### src/rtl/sfx_sequencer_if.sv
// rtl/sfx_sequencer_if.sv - request/rejection interface between the level FSM and the sfx sequencer
interface sfx_sequencer_if;
   logic       play_sound;
   logic [3:0] sound_request;
   logic       dropped;

   modport master (output play_sound, output sound_request, input dropped);
   modport slave  (input play_sound, input sound_request, output dropped);
endinterface

### src/rtl/sfx_sequencer.sv
// rtl/sfx_sequencer.sv - priority sound-effect sequencer driving a 1-bit square wave
// Define SFX_QUEUE_EN to keep the most recent rejected request in a one-entry queue.
module sfx_sequencer #(
   parameter int CLK_HZ      = 50_000_000,
   parameter int UNIT_CYCLES = 2_500_000,
   parameter int GAP_CYCLES  = 250_000
) (
   input  logic             clk,
   input  logic             resetN,
   sfx_sequencer_if.slave   req,
   output logic             o_audio_out,
   output logic             o_busy,
   output logic [3:0]       o_current_sound
);

   localparam int DW = $clog2(12 * UNIT_CYCLES + 1);
   localparam int GW = $clog2(GAP_CYCLES + 1);

   // 131 Hz is the lowest tone in the table, so it bounds every half-period.
   localparam int HP_MAX = CLK_HZ / (2 * 131);
   if (HP_MAX > 24'hFFFFFF) begin : g_hp_range
      $error("sfx_sequencer: tone half-period exceeds 24 bits");
   end

   localparam logic [23:0] HP_C3 = 24'(HP_MAX);
   localparam logic [23:0] HP_C4 = 24'(CLK_HZ / (2 * 262));
   localparam logic [23:0] HP_E4 = 24'(CLK_HZ / (2 * 330));
   localparam logic [23:0] HP_G4 = 24'(CLK_HZ / (2 * 392));
   localparam logic [23:0] HP_A4 = 24'(CLK_HZ / (2 * 440));
   localparam logic [23:0] HP_C5 = 24'(CLK_HZ / (2 * 523));
   localparam logic [23:0] HP_E5 = 24'(CLK_HZ / (2 * 659));
   localparam logic [23:0] HP_G5 = 24'(CLK_HZ / (2 * 784));
   localparam logic [23:0] HP_C6 = 24'(CLK_HZ / (2 * 1047));
   localparam logic [23:0] HP_E6 = 24'(CLK_HZ / (2 * 1319));
   localparam logic [23:0] HP_G6 = 24'(CLK_HZ / (2 * 1568));

   localparam logic [DW-1:0] L2  = DW'(2 * UNIT_CYCLES - 1);
   localparam logic [DW-1:0] L3  = DW'(3 * UNIT_CYCLES - 1);
   localparam logic [DW-1:0] L4  = DW'(4 * UNIT_CYCLES - 1);
   localparam logic [DW-1:0] L6  = DW'(6 * UNIT_CYCLES - 1);
   localparam logic [DW-1:0] L8  = DW'(8 * UNIT_CYCLES - 1);
   localparam logic [DW-1:0] L12 = DW'(12 * UNIT_CYCLES - 1);

   function automatic logic [23:0] note_hp(input logic [3:0] s, input logic [1:0] n);
      logic [23:0] hp;
      hp = '0;
      case (s)
         4'd1: case (n) 2'd0: hp = HP_C5; 2'd1: hp = HP_E5; 2'd2: hp = HP_G5; default: hp = HP_C6; endcase
         4'd2: case (n) 2'd0: hp = HP_G4; 2'd1: hp = HP_E4; default: hp = HP_C4; endcase
         4'd3: hp = HP_A4;
         4'd4: hp = (n == 2'd0) ? HP_E6 : HP_G6;
         4'd5: hp = HP_C3;
         default: hp = '0;
      endcase
      return hp;
   endfunction

   // Last cycle index of each note's duration.
   function automatic logic [DW-1:0] note_lim(input logic [3:0] s, input logic [1:0] n);
      logic [DW-1:0] lim;
      lim = '0;
      case (s)
         4'd1: lim = (n == 2'd3) ? L8 : L4;
         4'd2: lim = (n == 2'd2) ? L12 : L6;
         4'd3: lim = L2;
         4'd4: lim = (n == 2'd0) ? L2 : L3;
         4'd5: lim = L3;
         default: lim = '0;
      endcase
      return lim;
   endfunction

   function automatic logic [2:0] note_count(input logic [3:0] s);
      case (s)
         4'd1:    return 3'd4;
         4'd2:    return 3'd3;
         4'd4:    return 3'd2;
         default: return 3'd1;
      endcase
   endfunction

   function automatic logic [1:0] prio(input logic [3:0] s);
      case (s)
         4'd1, 4'd2: return 2'd2;
         4'd4, 4'd5: return 2'd1;
         default:    return 2'd0;
      endcase
   endfunction

   typedef enum logic [1:0] {S_IDLE, S_PLAY, S_GAP} state_t;

   state_t          r_state,   w_state_n;
   logic [3:0]      r_sound,   w_sound_n;
   logic [1:0]      r_idx,     w_idx_n;
   logic [23:0]     r_tone,    w_tone_n;
   logic [DW-1:0]   r_dur,     w_dur_n;
   logic [GW-1:0]   r_gap,     w_gap_n;
   logic            r_audio,   w_audio_n;
   logic            r_dropped, w_dropped_n;
`ifdef SFX_QUEUE_EN
   logic            r_qv,      w_qv_n;
   logic [3:0]      r_qs,      w_qs_n;
`endif

   logic            w_valid, w_req, w_accept, w_reject, w_last;
   logic [23:0]     w_hp;
   logic [DW-1:0]   w_lim;

   assign w_valid  = (req.sound_request >= 4'd1) && (req.sound_request <= 4'd5);
   assign w_req    = req.play_sound && w_valid;
   assign w_accept = w_req && ((r_state == S_IDLE) || (prio(req.sound_request) >= prio(r_sound)));
   assign w_reject = w_req && !w_accept;
   assign w_hp     = note_hp(r_sound, r_idx);
   assign w_lim    = note_lim(r_sound, r_idx);
   assign w_last   = ({1'b0, r_idx} + 3'd1) >= note_count(r_sound);

   always_comb begin
      w_state_n   = r_state;
      w_sound_n   = r_sound;
      w_idx_n     = r_idx;
      w_tone_n    = r_tone;
      w_dur_n     = r_dur;
      w_gap_n     = r_gap;
      w_audio_n   = r_audio;
      w_dropped_n = 1'b0;
`ifdef SFX_QUEUE_EN
      w_qv_n      = r_qv;
      w_qs_n      = r_qs;
`endif
      // An accept outranks any note or gap expiry on the same edge.
      if (w_accept) begin
         w_state_n = S_PLAY;
         w_sound_n = req.sound_request;
         w_idx_n   = '0;
         w_tone_n  = '0;
         w_dur_n   = '0;
         w_gap_n   = '0;
         w_audio_n = 1'b0;
      end else begin
         case (r_state)
            S_IDLE: ;
            S_PLAY: begin
               if (r_dur == w_lim) begin
                  w_dur_n   = '0;
                  w_tone_n  = '0;
                  w_audio_n = 1'b0;
                  if (!w_last) begin
                     w_state_n = S_GAP;
                     w_gap_n   = '0;
                  end
`ifdef SFX_QUEUE_EN
                  else if (r_qv) begin
                     w_sound_n = r_qs;
                     w_idx_n   = '0;
                     w_qv_n    = 1'b0;
                     w_qs_n    = '0;
                  end
`endif
                  else begin
                     w_state_n = S_IDLE;
                     w_sound_n = '0;
                     w_idx_n   = '0;
                  end
               end else begin
                  w_dur_n = r_dur + 1'b1;
                  if (w_hp != '0) begin
                     if (r_tone == w_hp - 24'd1) begin
                        w_tone_n  = '0;
                        w_audio_n = ~r_audio;
                     end else begin
                        w_tone_n  = r_tone + 24'd1;
                     end
                  end
               end
            end
            S_GAP: begin
               if (r_gap == GW'(GAP_CYCLES - 1)) begin
                  w_state_n = S_PLAY;
                  w_idx_n   = r_idx + 2'd1;
                  w_gap_n   = '0;
               end else begin
                  w_gap_n   = r_gap + 1'b1;
               end
            end
            default: w_state_n = S_IDLE;
         endcase
      end
`ifdef SFX_QUEUE_EN
      // Overwriting a still-pending entry is the only case that loses a request.
      if (w_reject) begin
         w_dropped_n = w_qv_n;
         w_qv_n      = 1'b1;
         w_qs_n      = req.sound_request;
      end
`else
      w_dropped_n = w_reject;
`endif
   end

   always_ff @(posedge clk or negedge resetN) begin
      if (!resetN) begin
         r_state   <= S_IDLE;
         r_sound   <= '0;
         r_idx     <= '0;
         r_tone    <= '0;
         r_dur     <= '0;
         r_gap     <= '0;
         r_audio   <= 1'b0;
         r_dropped <= 1'b0;
`ifdef SFX_QUEUE_EN
         r_qv      <= 1'b0;
         r_qs      <= '0;
`endif
      end else begin
         r_state   <= w_state_n;
         r_sound   <= w_sound_n;
         r_idx     <= w_idx_n;
         r_tone    <= w_tone_n;
         r_dur     <= w_dur_n;
         r_gap     <= w_gap_n;
         r_audio   <= w_audio_n;
         r_dropped <= w_dropped_n;
`ifdef SFX_QUEUE_EN
         r_qv      <= w_qv_n;
         r_qs      <= w_qs_n;
`endif
      end
   end

   assign o_audio_out     = r_audio;
   assign o_busy          = (r_state != S_IDLE);
   assign o_current_sound = r_sound;
   assign req.dropped     = r_dropped;

endmodule

### src/flat_wrapper.sv
// flat-port wrapper written by rule: the top's interface ports become plain ports
module sfx_sequencer_flat 
#(
   parameter int CLK_HZ      = 50_000_000,
   parameter int UNIT_CYCLES = 2_500_000,
   parameter int GAP_CYCLES  = 250_000
)
  (clk, resetN, o_audio_out, o_busy, o_current_sound, req_play_sound, req_sound_request, req_dropped);
  sfx_sequencer_if req_i ();
  input  logic clk;
  input  logic resetN;
  output logic o_audio_out;
  output logic o_busy;
  output logic [3:0] o_current_sound;
  input wire logic [$bits(req_i.play_sound)-1:0] req_play_sound;
  input wire logic [$bits(req_i.sound_request)-1:0] req_sound_request;
  output wire logic [$bits(req_i.dropped)-1:0] req_dropped;
  assign req_i.play_sound = req_play_sound;
  assign req_i.sound_request = req_sound_request;
  assign req_dropped = req_i.dropped;
  sfx_sequencer #(.CLK_HZ(CLK_HZ), .UNIT_CYCLES(UNIT_CYCLES), .GAP_CYCLES(GAP_CYCLES)) u_core (.clk(clk), .resetN(resetN), .req(req_i), .o_audio_out(o_audio_out), .o_busy(o_busy), .o_current_sound(o_current_sound));
endmodule
### config.mk
export PLATFORM = sky130hd
export DESIGN_NAME = sfx_sequencer_flat
export DESIGN_NICKNAME = d
export VERILOG_FILES = /design/src/rtl/sfx_sequencer_if.sv /design/src/rtl/sfx_sequencer.sv /design/src/flat_wrapper.sv
export SDC_FILE = /design/constraint.sdc
export NUM_CORES = 1
export LEC_CHECK = 0
export CAP_MARGIN = 20
export CORE_ASPECT_RATIO = 1.5
export CORE_MARGIN = 2
export CORE_UTILIZATION = 40
export DETAILED_ROUTE_END_ITERATION = 7
export GPL_ROUTABILITY_DRIVEN = 0
export SLEW_MARGIN = 0
export SYNTH_ARGS = -nofsm -noshare
export SYNTH_HDL_FRONTEND = slang
export SYNTH_SLANG_ARGS = --single-unit
### constraint.sdc
create_clock -name clk -period 4.91 [get_ports clk]
set_input_delay 0.491 -clock clk [delete_from_list [all_inputs] [get_ports clk]]
set_output_delay 0.491 -clock clk [all_outputs]
set_load 0.05 [all_outputs]
=== Word level (Yosys, flattened, before mapping) ===
Cells that the tools add are included.

* Bits in registers: 77
* Bits of input ports: 7
* Word-level logic and storage cells: 110

* Bitwise gates (word level): 1
* Magnitude comparators: 4
* Reduce and logical (&&, ||, !) cells: 26
* Equality and inequality tests: 22
* $add $sub $neg: 6
* Multiplexer cells: 43

{| class="wikitable"
|+ Operator list
! kind !! count
|-
| 25-bit 2-to-1 mux || 5
|-
| 25-bit case mux with 5 select lines || 1
|-
| 24-bit 2-to-1 mux || 5
|-
| 24-bit case mux with 5 select lines || 1
|-
| 18-bit 2-to-1 mux || 4
|-
| 16-bit case mux with 3 select lines || 1
|-
| 18-bit case mux with 2 select lines || 1
|-
| 17-bit case mux with 2 select lines || 1
|-
| 25-bit by 1-bit adder with 25-bit output (second input constant) || 1
|-
| 25-bit equality test || 1
|-
| 24-bit by 1-bit adder with 24-bit output (second input constant) || 1
|-
| 24-bit equality test || 1
|-
| 24-bit nonzero test || 1
|-
| 24-bit by 1-bit subtractor with 24-bit output (second input constant) || 1
|-
| 22-bit 2-to-1 mux || 1
|-
| 18-bit by 1-bit adder with 18-bit output (second input constant) || 1
|-
| 18-bit equality test (second input constant) || 1
|-
| 4-bit by 3-bit equality test with 1-bit output (second input constant) || 4
|-
| 2-bit 2-to-1 mux || 8
|-
| 4-bit 2-to-1 mux || 4
|-
| 15-bit 2-to-1 mux || 1
|-
| 4-bit by 2-bit equality test with 1-bit output (second input constant) || 3
|-
| 2-bit case mux with 2 select lines || 3
|-
| 3-bit AND reduction || 4
|-
| other kinds (25) || 47
|}

=== Longest topological paths before layout ===
Gate-level depths: netlist of run 1.

* Word-level depth: 10
* Depth in mapped cells: 16
* Gate-level depth less buffers: 15

=== Least setup slack after synthesis of run 1 ===
Ideal clock, no wire load.

* Kind: flip-flop to flip-flop
* From: register u_core.r_sound[1] (netlist: u_core.o_current_sound[1])
* To: register u_core.r_tone[22]
* Buffers on the path: 3
* Arrival: 3.578 ns
* Period minus slack after synthesis: 3.707 ns
* Stages on the path, launching flop included: 16
* Slack: 1.203 ns
* Required time: 4.781 ns
* Cell sequence: dfrtp_1 > buf_2 > buf_4 > o21ba_2 > o21ai_0 > ha_1 > xor2_1 > o21ai_0 > nor4_1 > o21ai_0 > nor4_1 > and4b_1 > nand4b_4 > buf_4 > a32oi_1 > o31ai_1

* Cells in the longest elaborated chain, start to end: 9
* Elaborated cells between the ends (all ways): 25
* Those cells by class: add/sub (1); order compare (1); eq/ne (7); mux (8); reduce/logical (8)

{| class="wikitable"
|+ Ends and longest elaborated chain
! what !! RTL line !! RTL
|-
| from (decl) || sfx_sequencer.sv:93 || <nowiki>logic [3:0] r_sound, w_sound_n;</nowiki>
|-
| from (signal assigned) || sfx_sequencer.sv:216 || <nowiki>r_sound <= w_sound_n;</nowiki>
|-
| 4-bit by 3-bit equality test with 1-bit output (tied with other cells) || sfx_sequencer.sv:47, sfx_sequencer.sv:62, sfx_sequencer.sv:83 ||
|-
| 24-bit case mux with 5 select lines || sfx_sequencer.sv:47 || <nowiki>case (s)</nowiki>
|-
| 24-bit by 1-bit subtractor with 24-bit output || sfx_sequencer.sv:167 || <nowiki>if (r_tone == w_hp - 24'd1) begin</nowiki>
|-
| 24-bit equality test || sfx_sequencer.sv:167 ||
|-
| 24-bit 2-to-1 mux || sfx_sequencer.sv:167 ||
|-
| 24-bit 2-to-1 mux || sfx_sequencer.sv:166 || <nowiki>if (w_hp != '0) begin</nowiki>
|-
| 24-bit 2-to-1 mux || sfx_sequencer.sv:143 || <nowiki>if (r_dur == w_lim) begin</nowiki>
|-
| 24-bit 2-to-1 mux || sfx_sequencer.sv:140 || <nowiki>case (r_state)</nowiki>
|-
| 24-bit 2-to-1 mux || sfx_sequencer.sv:131 || <nowiki>if (w_accept) begin</nowiki>
|-
| to (signal assigned) || sfx_sequencer.sv:218 || <nowiki>r_tone <= w_tone_n;</nowiki>
|-
| to (decl) || sfx_sequencer.sv:95 || <nowiki>logic [23:0] r_tone, w_tone_n;</nowiki>
|}

Several ways; a longest one is shown, not always the timed one. The select of a mux whose other input is x is not followed.
A chain may end at the register's enable or synchronous reset.

=== Worst setup path in the final report of run 1 ===
* From: register u_core.r_idx[0]
* To: register u_core.r_audio (netlist: u_core.o_audio_out)

* Cells in the longest elaborated chain, start to end: 7
* Elaborated cells between the ends (all ways): 22
* Those cells by class: add/sub (1); eq/ne (5); mux (11); reduce/logical (5)

{| class="wikitable"
|+ Ends and longest elaborated chain
! what !! RTL line !! RTL
|-
| from (decl) || sfx_sequencer.sv:94 || <nowiki>logic [1:0] r_idx, w_idx_n;</nowiki>
|-
| from (signal assigned) || sfx_sequencer.sv:217 || <nowiki>r_idx <= w_idx_n;</nowiki>
|-
| 2-bit equality test (tied with other cells) || sfx_sequencer.sv:48, sfx_sequencer.sv:64 ||
|-
| 16-bit case mux with 3 select lines (tied with other cells) || sfx_sequencer.sv:48 || <nowiki>4'd1: case (n) 2'd0: hp = HP_C5; 2'd1: hp = HP_E5; 2'd2: hp = HP_G5; default: hp = HP_C6; endcase</nowiki>
|-
| 24-bit case mux with 5 select lines or 25-bit case mux with 5 select lines (tied branches) || sfx_sequencer.sv:47, sfx_sequencer.sv:62 ||
|-
| 24-bit by 1-bit subtractor with 24-bit output or 25-bit equality test (tied branches) || sfx_sequencer.sv:167, sfx_sequencer.sv:143 ||
|-
| 24-bit equality test or 1-bit 2-to-1 mux (tied branches) || sfx_sequencer.sv:167, sfx_sequencer.sv:143 ||
|-
| 3-bit nonzero test (no line) or 1-bit 2-to-1 mux (tied branches) || -- ||
|-
| 3-bit AND reduction (no line) or 1-bit 2-to-1 mux (tied branches) || -- ||
|-
| to (signal assigned) || sfx_sequencer.sv:221 || <nowiki>r_audio <= w_audio_n;</nowiki>
|-
| to (decl) || sfx_sequencer.sv:98 || <nowiki>logic r_audio, w_audio_n;</nowiki>
|}

Several ways; a longest one is shown, not always the timed one. The select of a mux whose other input is x is not followed.

==> impl.org, run 1 <==
** Synth
- Number of cells produced by synthesis :: 776
- For this run, the number of Yosys warnings is 0.
- In the post-synthesis netlist, the cell with the most instances is dfrtp_1.
- By area the synthesized netlist is led by dfrtp_1, o21ai_0, nand2_1.
- Share of Yosys cell area claimed by the top area cell type :: 30.6%
- Primary flip-flop cell chosen by synthesis mapping :: dfrtp_1
- Number of enable-type register cells in the synthesized netlist :: 0
- Async SR Flop Fraction :: 100%
- Summed instance area of the synthesized netlist :: 0.00629 mm²
- Sequential cells were found to cover 30.6% of the synthesized design area.
- Summed over all instances, the cell type with the most area after synthesis is dfrtp_1.
- Commonest cells in the synthesized netlist :: dfrtp_1, nand2_1, nor2_1
- After synthesis, the mean cell area works out to 8.11 µm².
- In this run, synthesis produced a sequential element count of 77.
- Net count after synthesis :: 802
- Synth unique cells :: 89

** Floorplan
- The die covers 0.0168 mm².
- For this design the top-level I/O count stands at 14.
- The initialized floorplan defines 56 standard-cell rows.
- The die is 158 µm tall.
- After floorplanning, the core was sized to cover 0.0155 mm².
- Die outline width :: 106 µm
- Starting Density :: 40.6%

** Route
- The first detailed-routing pass ran for 6 iterations.
- Dividing the detail-routed via count by the number of cells gives 6.16.
- Met2 wire length :: 9580 µm
- # DRC :: 0
- Sum of routed wire length over all layers :: 18,300 µm
- The detail route stage leaves a number of antenna-violating nets equal to 0.
- The detailed router finished its first iteration with 384 violations.
- Signal routing reaches up to met4.
- Wire length on met1 :: 7170 µm
- WL/cell :: 18.8 µm
- The final route contains 6,009 vias.
- Met3 wire length :: 736 µm

** Placement
- Detailed placement HPWL :: 13,600 µm
- In this run the tool buffered the top-level ports with 13 buffer cells.
- Before CTS, the worst setup slack after placement is 649 ps.
- Post-DP Area :: 0.00658 mm²
- The number of placed instances, taps included, is 960.

** Clock tree
- Number of buffers on the longest clock path :: 2
- The clock reaches the later pin of the worst-skew pair after 350 ps.
- Setup Buffers After CTS :: 0
- Hold buffer count at CTS :: 0
- CTS placed an instance of clkbuf_16 at the clock tree root.
- Post-cts gate resize count :: 0
- Number of buffers created by CTS :: 9
- Clock transition at the register clock pins on the worst setup and hold paths after CTS :: 70 ps
- Clock sinks :: 77
- TritonCTS built the clock tree.
- Number of levels the H-tree was split into :: 3

** Layout
- Fraction of final layout cells sized beyond drive strength 1 :: 8.41%
- Total number of nets in the final design :: 794
- Relative to the synthesized area, the layout overhead comes to 9.47%.
- 0 antenna diodes ended up in the layout.
- Leaving out filler cells and counting taps, the final layout contains 976.
- Fill cell total of the finished layout :: 1,513
- Utilization after layout :: 44.5%
- Final non-filler cell area :: 0.00689 mm²

** STA
- Derived from the worst setup path, the maximum achievable clock frequency is 0.229 GHz.
- Setup repair after global routing left no endpoint under its margin.
- For the pin with the worst max-slew slack, the measured transition is 947 ps.
- The final hold violation count is 0.
- Final Setup Violations :: 0
- After layout, the worst path uses 88.8% of the clock period.
- Across all setup checks in the final design, the least slack found is 550 ps.
- The max-slew violation count is 0.
- In the final timing run, aggregate negative setup slack is 0 ps.
- On the final layout, the worst clock skew is 14.0 ps.
- Across all hold checks on the routed design, the worst slack comes to 19.0 ps.
- The worst path needs 4360 ps of the cycle, external delays included.
- Headroom to the max-slew limit :: 36.9%

** Run
- Across the run, the number of max-cap violations was 0.

** Critical path
- Data required time of the worst path :: 5130 ps
- Along the worst path, the maximum fanout reaches 15.
- Critical path capture point type :: register
- Arrival time reported for the critical path endpoint :: 4580 ps
- The worst setup path is of the reg -> reg kind.
- Category of the worst setup path launch point :: register

** Power
- The completed layout was analyzed and its total power is 3.91 mW.
- Standby leakage power :: 2.77 nW
- P per Cell Area :: 568 mW/mm²
- Across the VDD grid, the largest voltage drop is 0.225 mV.

** GRT
- Largest net degree at the start of global routing :: 56
- Overall routing resource usage :: 22.3%
- Global-route wire length before repair :: 29,800 µm
- Number of global-route vias before repair :: 5,902
- The initial antenna violation count was 0.
- Leftover overflow at the end of global routing :: 0

** Min path
- The worst hold path belongs to the class in -> async.

** Outcome
- The flow ran to the end, and the final reports show no timing, DRC or antenna violations.
==> power by group <==
group | internal [mW] | switching, mW
Clock | 0.413 | 0.286
Sequential | 0.716 | 0.154
Combinational | 0.885 | 1.46
Total | 2.01 | 1.90
==> kinds of logic after synthesis <==
logic type	after synthesis	share of synthesized area, %
fa+ha+maj	20	3.94
buf+inv	78	5.25
compound gates	225	24.9
mux	13	2.09
xor+xnor	28	3.90
simple gates	335	29.3
flops	77	30.6
==> worst max-delay path: stages (launching register included) <==
cell and delay, ps:
dfrtp_1 460, inv_1 160, ha_1 480, nor2b_1 150, a22o_1 260, a22oi_1 210
ha_1 280, xor2_1 140, o21ai_0 110, nor4_1 350, o21ai_0 180, nor4_1 300
and4b_1 280, nand4b_4 270, a21oi_2 450, mux2i_1 130
==> worst paths after layout <==
| path | start | end | slack, ps | depth (start not counted) |
|---|---|---|---|---|
| max | u_core.r_idx[0]$_DFFE_PN0P_ | u_core.o_audio_out$_DFFE_PN0P_ | 550 | 15 |
| min in group clk | u_core.o_audio_out$_DFFE_PN0P_ | u_core.o_audio_out$_DFFE_PN0P_ | 490 | 1 |
| min reg2reg | u_core.o_audio_out$_DFFE_PN0P_ | u_core.o_audio_out$_DFFE_PN0P_ | 490 | 1 |
| max in group asynchronous | resetN | u_core.r_dur[0]$_DFFE_PN0P_ | 3820 | 2 |
| max reg2reg | u_core.r_idx[0]$_DFFE_PN0P_ | u_core.o_audio_out$_DFFE_PN0P_ | 550 | 15 |
| min | resetN | u_core.o_audio_out$_DFFE_PN0P_ | 20 | 1 |
==> state kept, by name, indices dropped and copies added, names as in the netlist <==
| register | flops |
|---|---|
| u_core.r_gap | 18 |
| u_core.req.dropped | 1 |
| u_core.r_dur | 25 |
| u_core.r_tone | 24 |
| u_core.o_audio_out | 1 |
| u_core.o_current_sound | 4 |
| u_core.r_state | 2 |
| u_core.r_idx | 2 |
==> routing by layer <==
| layer | track usage [%] | vias to the layer above |
|---|---|---|
| met5 | 0 | - |
| met4 | 11.8 | 0 |
| met3 | 3.13 | 57 |
| met2 | 41.1 | 177 |
| met1 | 24.4 | 2924 |
| li1 | - | 2851 |
==> final cells by class <==
class,instances,area [µm²],area share (%)
Multi-Input combinational cell,621,4030,58.6
Sequential cell,77,1930,28.0
Tap cell,203,254,3.69
Timing Repair Buffer,29,251,3.65
Clock buffer,11,243,3.52
Inverter,30,113,1.64
Clock inverter,5,65.1,0.945
==> placed cells by master, fill, tap and decap left out, drive strengths merged, types with 9 or more instances in the layout <==
master and instances:
ha 19, nand3 42, o22ai 9, o21bai 9, o211ai 11, xor2 14, clkbuf 11, a31oi 10
o31ai 15, nand2 67, nand2b 14, nor4 9, or3 13, clkdlybuf4s50 12, dfrtp 77, nor2 61
xnor2 14, a21oi 41, mux2i 12, buf 17, and2 12, nor2b 13, inv 32, nand4 15
o21a 9, and3 26, o21ai 59, nand3b 9, nor3 20
(Power assumes the default switching activity.)
==> inputs of run 2 (changes only) <==
ABC_AREA = 1   (was not set)
ABC_CLOCK_PERIOD_IN_PS = 4910   (was not set)
SLEW_MARGIN = 40   (was 0)
==> run 2 against run 1 <==
Power fell by 28%. Worst hold slack improved by 130 ps. Highest routed layer unchanged. Clock skew fell by 5.8 ps. Critical path type unchanged. Critical path depth increased by 4. Count of clock-buffer cells in the layout shrank 2.
==> impl.org, run 2 <==
** Floorplan
- Die Footprint :: 0.0160 mm² (was 0.0168 mm²)
- The initial core utilization came to 41.1% (was 40.6%).
- Number of ports placed on the die boundary :: 14 (unchanged)
- Die outline width :: 104 µm (was 106 µm)
- The vertical die dimension was 154 µm (was 158 µm).
- Floorplan row count :: 54 (was 56)
- Core Box Area :: 0.0146 mm² (was 0.0155 mm²)

** Synth
- Synth unique cells :: 40 (was 89)
- Sequential fraction of the synthesis area :: 32.1% (was 30.6%)
- Count of synthesis-stage warnings from yosys :: 0 (unchanged)
- The flip-flop and latch count after synthesis is 77 (unchanged).
- Async SR Flop Fraction :: 100% (unchanged)
- Summed instance area of the synthesized netlist :: 0.00600 mm² (was 0.00629 mm²)
- The per-instance average area after synthesis was 6.80 µm² (was 8.11 µm²).
- Library cell occupying the most area in the post-synthesis netlist :: dfrtp_1 (unchanged)
- Net count after synthesis :: 909 (was 802)
- Number of cells produced by synthesis :: 883 (was 776)
- Primary flip-flop cell chosen by synthesis mapping :: dfrtp_1 (unchanged)
- Commonest cells in the synthesized netlist :: nand2_1, inv_1, nor2_1 (was dfrtp_1, nand2_1, nor2_1)
- Top cells by area, synth :: dfrtp_1, nand2_1, nand3_1 (was dfrtp_1, o21ai_0, nand2_1)
- Number of enable-type register cells in the synthesized netlist :: 0 (unchanged)
- Share of Yosys cell area claimed by the top area cell type :: 32.1% (was 30.6%)
- Most frequent cell after synthesis :: nand2_1 (was dfrtp_1)

** STA
- The final worst setup slack was 1130 ps (was 550 ps).
- The final critical-path required period is 3780 ps (was 4360 ps).
- Final Setup Violations :: 0 (unchanged)
- The max-slew headroom at the worst pin came to 54.9% (was 36.9%).
- The worst setup skew after layout is 8.25 ps (was 14.0 ps).
- Final Hold Fails :: 0 (unchanged)
- Final Max Tran Viols :: 0 (unchanged)
- Actual transition at the worst max-transition pin :: 676 ps (was 947 ps)
- Top achievable clock speed :: 0.264 GHz (was 0.229 GHz)
- The total negative slack for setup checks is 0 ps (unchanged).
- The share of the clock period used by the worst path after layout was 77.1% (was 88.8%).
- Setup repair after global routing missed its margin: false (unchanged).

** GRT
- Leftover overflow at the end of global routing :: 0 (unchanged)
- The aggregate global-route resource usage came to 21.9% (was 22.3%).
- The initial antenna violation count is 0 (unchanged).
- The maximum number of pins on one net before global-route repair came to 78 (was 56).
- The wire length of the first global-routing pass is 28,000 µm (was 29,800 µm).
- The number of global-route vias before repair came to 5,734 (was 5,902).

** Clock tree
- The TritonCTS buffer count is 9 (unchanged).
- The clock transition time at the flip-flop clock pins of the worst setup and hold paths is 60 ps (was 70 ps).
- The number of gates resized after CTS came to 0 (unchanged).
- The insertion delay to the later sink of the worst-skew pair came to 360 ps (was 350 ps).
- The TritonCTS sink count was 77 (unchanged).
- The CTS tree is yes (unchanged).
- The library cell used as clock root buffer is clkbuf_16 (unchanged).
- The post-cts hold buffer count came to 0 (unchanged).
- The deepest level of the CTS H-tree was 3 (unchanged).
- Setup Buffers After CTS :: 0 (unchanged)
- The number of buffers on the longest clock path is 2 (unchanged).

** Critical path
- Worst path slowest cell :: o211ai_2 (was ha_1)
- Origin of the critical flop-to-flop path :: u_core.r_idx[0]$_DFFE_PN0P_ (unchanged)
- The worst path required time is 5150 ps (was 5130 ps).
- The worst-case register-to-register setup slack is 1130 ps (was 550 ps).
- The longest individual stage delay on the worst path was 460 ps (was 480 ps).
- Maximum fanout count along the critical path :: 19 (was 15)
- Critical path capture point type :: register (unchanged)
- Category of the worst setup path launch point :: register (unchanged)
- The worst-case reg-to-reg path depth was 19 (was 15).
- The class of the most critical setup path is reg -> reg (unchanged).
- End of the worst register-to-register path :: u_core.r_tone[14]$_DFFE_PN0P_ (was u_core.o_audio_out$_DFFE_PN0P_)
- Cells along the critical path :: inv_1, ha_1, inv_1, o211ai_2, and3_1, ha_1, inv_1, nor2_2, nand2_2, nand2_1, nand2_1, nor2_1, nand3_1, nor2_1, nand3_1, nand3_2, nand2_2, inv_4, nor2_1 (was inv_1, ha_1, nor2b_1, a22o_1, a22oi_1, ha_1, xor2_1, o21ai_0, nor4_1, o21ai_0, nor4_1, and4b_1, nand4b_4, a21oi_2, mux2i_1)
- The data arrival time of the worst path came to 4020 ps (was 4580 ps).

** Layout
- The most common cell after layout, fill and taps aside is nand2_1 (was dfrtp_1).
- The share of final-layout standard cells stronger than drive strength 1 came to 5.93% (was 8.41%).
- Max reg flops :: 25 (unchanged)
- Layout overhead on the synthesized area :: 9.73% (was 9.47%)
- The number of antenna cells inserted was 0 (unchanged).
- The register bank with the most flops is u_core.r_dur (unchanged).
- Commonest cells after routing, fill and taps aside: nand2_1, inv_1, nor2_1 (was dfrtp_1, nand2_1, nor2_1).
- Total number of nets in the final design :: 915 (was 794)
- Final non-filler cell area :: 0.00659 mm² (was 0.00689 mm²)
- Largest registers :: u_core.r_dur x25, u_core.r_tone x24, u_core.r_gap x18 (unchanged)
- The final core utilization is 45.1% (was 44.5%).

** Route
- Total via count in the routed design :: 5,639 (was 6,009)
- Drt first pass iters :: 7 (was 6)
- The average wire per standard cell came to 15.3 µm (was 18.8 µm).
- The routed via count divided by cell count is 5.17 (was 6.16).
- Antenna Violating Nets Remaining :: 0 (unchanged)
- Sum of routed wire length over all layers :: 16,600 µm (was 18,300 µm)
- The total DRC errors in the routed layout is 0 (unchanged).
- 1st-iter DRT viols :: 329 (was 384)

** Min path
- The class of the tightest hold or removal check is in -> async (unchanged).

** Run
- Number of maximum-capacitance violations :: 0 (unchanged)

** Power
- The worst vdd rail ir drop came to 0.165 mV (was 0.225 mV).
- Standby leakage power :: 2.99 nW (was 2.77 nW)
- Pwr Total :: 2.83 mW (was 3.91 mW)
- P per Cell Area :: 430 mW/mm² (was 568 mW/mm²)

** Placement
- Post-DP Area :: 0.00628 mm² (was 0.00658 mm²)
- Detailed placement HPWL :: 12,600 µm (was 13,600 µm)
- The number of port buffers came to 13 (unchanged).
- The worst setup timing slack at the placement stage is 1130 ps (was 649 ps).

** Outcome
- Run status: finished, final reports clean (unchanged).
-- run 2: cell count changes after synthesis, moves of 21 or more --
| cell | previous run | this run |
|---|---|---|
| inv_1 | 30 | 113 |
| nand3_1 | 40 | 87 |
| xor2_1 | 14 | 47 |
| a21oi_1 | 40 | 9 |
| nand2_1 | 66 | 221 |
| and3_1 | 26 | 2 |
| nor2_1 | 61 | 101 |
| clkbuf_1 | 30 | 9 |
-- run 2: per-layer routing --
| metal | up-vias | track usage (%) | wire length (µm) |
|---|---|---|---|
| li1 | 2890 | - | - |
| met1 | 2614 | 23.9 | 6640 |
| met3 | 44 | 3.39 | 352 |
| met4 | 0 | 11.6 | 703 |
| met2 | 91 | 40.4 | 8940 |
| met5 | - | 0 | 0 |
-- run 2: where the power goes --
part / switching, mW / internal, mW / total [mW]
sequential: 0.115 / 0.715 / 0.829
combinational: 0.891 / 0.411 / 1.30
clock: 0.299 / 0.401 / 0.700
-- run 2: critical path, delay by kind of cell, from the launching register on --
family | cells | cell delay [ps]
adders and majority gates | 2 | 510
and+or+nand+nor | 12 | 1690
buffers and inverters | 4 | 570
AOI/OAI and AO/OA | 1 | 460
DFF | 1 | 450
-- run 2: worst max-delay path by stage --
stage                                                     start                       endpoint  slack [ps]
after floorplan           u_core.o_current_sound[0]$_DFFE_PN0P_  u_core.r_tone[13]$_DFFE_PN0P_        1890
after global placement              u_core.r_idx[0]$_DFFE_PN0P_  u_core.r_tone[11]$_DFFE_PN0P_        1180
after detailed placement            u_core.r_idx[0]$_DFFE_PN0P_  u_core.r_tone[14]$_DFFE_PN0P_        1130
after CTS                           u_core.r_idx[0]$_DFFE_PN0P_  u_core.r_tone[16]$_DFFE_PN0P_        1120
after global routing                u_core.r_idx[0]$_DFFE_PN0P_  u_core.r_tone[14]$_DFFE_PN0P_         760
final                               u_core.r_idx[0]$_DFFE_PN0P_  u_core.r_tone[14]$_DFFE_PN0P_        1130
-- run 2: layout make-up --
| cell class | count | area (µm²) |
|---|---|---|
| flip-flops and latches | 77 | 1930 |
| repair buffers | 17 | 164 |
| clock buffers | 9 | 225 |
| clock inverters | 7 | 81.3 |
| fillers | 1581 | 8010 |
| inverters | 119 | 453 |
| well taps | 196 | 245 |
| multi-input cells | 665 | 3490 |
-- run 2: cells by family after synthesis --
| logic type | count (synthesis) | synth area share [%] |
|---|---|---|
| xor gates and xnor gates | 51 | 7.44 |
| and+or+nand+nor | 503 | 37.7 |
| adders and majority gates | 19 | 3.96 |
| AOI/OAI and AO/OA | 92 | 9.07 |
| DFF | 77 | 32.1 |
| buffers and inverters | 141 | 9.73 |
-- run 2: stage by stage --
| step | hold slack, ps | std cells |
|---|---|---|
| 2_1_floorplan | 195 | 883 |
| 3_3_place_gp | 503 | 1074 |
| 3_5_place_dp | 515 | 1074 |
| 4_1_cts | 212 | 1090 |
| 5_1_grt | 227 | 1090 |
| 6_report | 146 | 1090 |
==> inputs of run 3 (changes only) <==
ABC_CLOCK_PERIOD_IN_PS = 3900   (was 4910)
clock period = 3.9 ns   (was 4.91 ns; I/O delays follow)
==> run 3 against run 2 <==
Setup slack got worse by 710 ps. Sequential share of layout area decreased by 0.11 points. Non-clock buffer count up 6. Wire length shrank 0.25%. Die area stayed put. Combinational power rose by 29%. Critical path depth down 1. Critical path type unchanged. Largest power group unchanged.
==> impl.org, run 3 (synthesized netlist as in run 2, its figures left out) <==
** Critical path
- Crit path from :: u_core.r_idx[0]$_DFFE_PN0P_ (unchanged)
- End of the worst register-to-register path :: u_core.r_tone[7]$_DFFE_PN0P_ (was u_core.r_tone[14]$_DFFE_PN0P_)
- Worst path slowest cell :: dfrtp_1 (was o211ai_2)
- The worst path required time came to 4120 ps (was 5150 ps).
- The startpoint type of the worst setup path is a register (unchanged).
- Origin of the critical flop-to-flop path :: u_core.r_idx[0]$_DFFE_PN0P_ (unchanged)
- The kind of cell adding the most delay to the critical path is simple AND/OR/NAND/NOR gates (unchanged).
- Setup slack, reg-to-reg :: 420 ps (was 1130 ps)
- The class of the most critical setup path was reg -> reg (unchanged).
- Depth of the worst register-to-register path :: 18 (was 19)
- Worst path bufs/invs :: 5 (was 4)
- The maximum fanout along the worst path was 19 (unchanged).
- Arrival time reported for the critical path endpoint :: 3700 ps (was 4020 ps)
- Cells along the critical path :: inv_1, ha_1, inv_1, o211ai_2, buf_4, and3_1, ha_1, inv_1, nor2_2, nand2_2, nand3_1, nand3_1, nor3_1, nand3_1, nand3_2, nand2_2, inv_4, nor2_1 (was inv_1, ha_1, inv_1, o211ai_2, and3_1, ha_1, inv_1, nor2_2, nand2_2, nand2_1, nand2_1, nor2_1, nand3_1, nor2_1, nand3_1, nand3_2, nand2_2, inv_4, nor2_1)
- Slowest Stage Delay on Critical Path :: 450 ps (was 460 ps)
- Critical path capture point type :: register (unchanged)

** Clock tree
- Number of buffers created by CTS :: 9 (unchanged)
- The deepest level of the CTS H-tree was 3 (unchanged).
- TritonCTS clock tree :: yes (unchanged)
- Post-cts gate resize count :: 0 (unchanged)
- The post-cts hold buffer count came to 0 (unchanged).
- The insertion delay to the later sink of the worst-skew pair was 350 ps (was 360 ps).
- Clock sinks :: 77 (unchanged)
- The library cell used as clock root buffer is clkbuf_16 (unchanged).
- Clock transition at the register clock pins on the worst setup and hold paths after CTS :: 60 ps (about the same)
- The post-CTS setup repair buffer count was 0 (unchanged).
- The number of buffers on the longest clock path came to 2 (unchanged).

** Layout
- The number of nets in the layout is 921 (was 915).
- Layout overhead on the synthesized area :: 10.1% (was 9.73%)
- Max reg flops :: 25 (unchanged)
- Largest registers: u_core.r_dur x25, u_core.r_tone x24, u_core.r_gap x18 (unchanged).
- The count of fill cells added during filler insertion came to 1,570 (was 1,581).
- Most frequent standard cell in the layout excluding fill and tap cells :: nand2_1 (unchanged)
- The number of antenna cells inserted was 0 (unchanged).
- The share of final-layout standard cells stronger than drive strength 1 was 6.56% (was 5.93%).
- Final non-filler cell area :: 0.00661 mm² (was 0.00659 mm²)
- The register bank with the most flops was u_core.r_dur (unchanged).
- Sequential cell area :: 0.00193 mm² (unchanged)
- Utilization after layout :: 45.3% (was 45.1%)
- The area of the multi-input gates was 0.00349 mm² (unchanged).
- Commonest cells after routing, fill and taps aside :: nand2_1, inv_1, nor2_1 (unchanged)

** GRT
- Number of global-route vias before repair :: 5,700 (was 5,734)
- The aggregate global-route resource usage is 21.5% (was 21.9%).
- Leftover overflow at the end of global routing :: 0 (unchanged)
- Largest net degree at the start of global routing :: 53 (was 78)
- The initial antenna violation count was 0 (unchanged).
- The wire length of the first global-routing pass was 27,900 µm (was 28,000 µm).

** Floorplan
- Die outline width :: 104 µm (unchanged)
- The vertical die dimension came to 154 µm (unchanged).
- Starting Density :: 41.1% (unchanged)
- Die Footprint :: 0.0160 mm² (unchanged)
- The area of the core is 0.0146 mm² (unchanged).
- The row count was 54 (unchanged).
- Number of ports placed on the die boundary :: 14 (unchanged)

** Power
- Share of total power in the clock network :: 23.7% (was 24.7%)
- The net switching power is 1.64 mW (was 1.30 mW).
- The worst vdd rail ir drop came to 0.214 mV (was 0.165 mV).
- Sequential fraction of design power :: 29.1% (was 29.3%)
- The areal power density over the cells is 539 mW/mm² (was 430 mW/mm²).
- The power after layout is 3.57 mW (was 2.83 mW).
- The relative contribution of combinational cells to total power came to 47.2% (was 46.0%).
- Switching power as a share of total power :: 45.9% (was 46.1%)
- The leakage power of the design was 3.02 nW (was 2.99 nW).
- Internal power contribution :: 1.93 mW (was 1.53 mW)

** Route
- Drt first pass iters :: 7 (unchanged)
- Antenna Violating Nets Remaining :: 0 (unchanged)
- The via count of the routed design was 5,748 (was 5,639).
- # DRC :: 0 (unchanged)
- WL/cell :: 15.1 µm (was 15.3 µm)
- 1st-iter DRT viols :: 372 (was 329)
- The total length of routed wires is 16,600 µm (about the same).
- The routed via count divided by cell count came to 5.24 (was 5.17).

** STA
- Headroom to the max-slew limit :: 52.6% (was 54.9%)
- The share of the clock period used by the worst path after layout is 89.2% (was 77.1%).
- The worst setup skew after layout was 13.2 ps (was 8.25 ps).
- The max-slew violation count is 0 (unchanged).
- Final Hold Fails :: 0 (unchanged)
- Top achievable clock speed :: 0.287 GHz (was 0.264 GHz)
- Final Setup Violations :: 0 (unchanged)
- Actual transition at the worst max-transition pin :: 712 ps (was 676 ps)
- The final critical-path required period came to 3480 ps (was 3780 ps).
- Setup repair after global routing missed its margin: false (unchanged).
- Post-route setup TNS :: 0 ps (unchanged)

** Placement
- The standard cell area after detailed placement was 0.00632 mm² (was 0.00628 mm²).
- Detailed placement HPWL :: 12,800 µm (was 12,600 µm)
- The number of port buffers was 13 (unchanged).

** Min path
- Tightest Hold Check Type :: in -> async (unchanged)

** Outcome
- Run status :: finished, final reports clean (unchanged)

** Run
- Number of maximum-capacitance violations :: 0 (unchanged)
## run 3: power groups by stage
stage | registers, mW | logic [mW] | clock network, mW
final | 1.04 | 1.68 | 0.845
after global routing | 1.05 | 1.89 | 0.899
after CTS | 1.04 | 1.69 | 0.868
after detailed placement | 1.05 | 1.68 | 0
after global placement | 1.05 | 1.67 | 0
after floorplan | 1.04 | 1.27 | 0
## run 3: how the worst max path moves through the flow
stage                                    end  slack, ps  cells after the start
2_1_floorplan   u_core.r_tone[5]$_DFFE_PN0P_        880                     14
3_3_place_gp   u_core.r_tone[11]$_DFFE_PN0P_        490                     18
3_5_place_dp    u_core.r_tone[3]$_DFFE_PN0P_        440                     18
4_1_cts         u_core.r_tone[7]$_DFFE_PN0P_        410                     18
5_1_grt         u_core.r_tone[7]$_DFFE_PN0P_        150                     18
6_report        u_core.r_tone[7]$_DFFE_PN0P_        420                     18
## run 3: metrics by stage
stage	setup WS [ps]	hold slack (ps)	cells
5_1_grt	146	155	1096
6_report	422	91.2	1096
4_1_cts	411	125	1096
3_5_place_dp	435	487	1080
3_3_place_gp	489	486	1080
2_1_floorplan	882	94.4	883
## run 3: layout make-up
type | instances | share of cell area [%]
repair buffers | 23 | 3.07
flip-flops and latches | 77 | 29.1
multi-input cells | 665 | 52.8
clock inverters | 7 | 1.00
clock buffers | 9 | 3.41
inverters | 119 | 6.85
well taps | 196 | 3.71
## run 3: layer usage
| metal | GRT usage [%] | share of wire (%) | vias to the layer above |
|---|---|---|---|
| met5 | 0 | 0 | - |
| met4 | 9.59 | 3.1 | 0 |
| met3 | 2.76 | 2.5 | 40 |
| met2 | 40.9 | 54 | 121 |
| met1 | 23.7 | 40 | 2688 |
| li1 | - | - | 2899 |
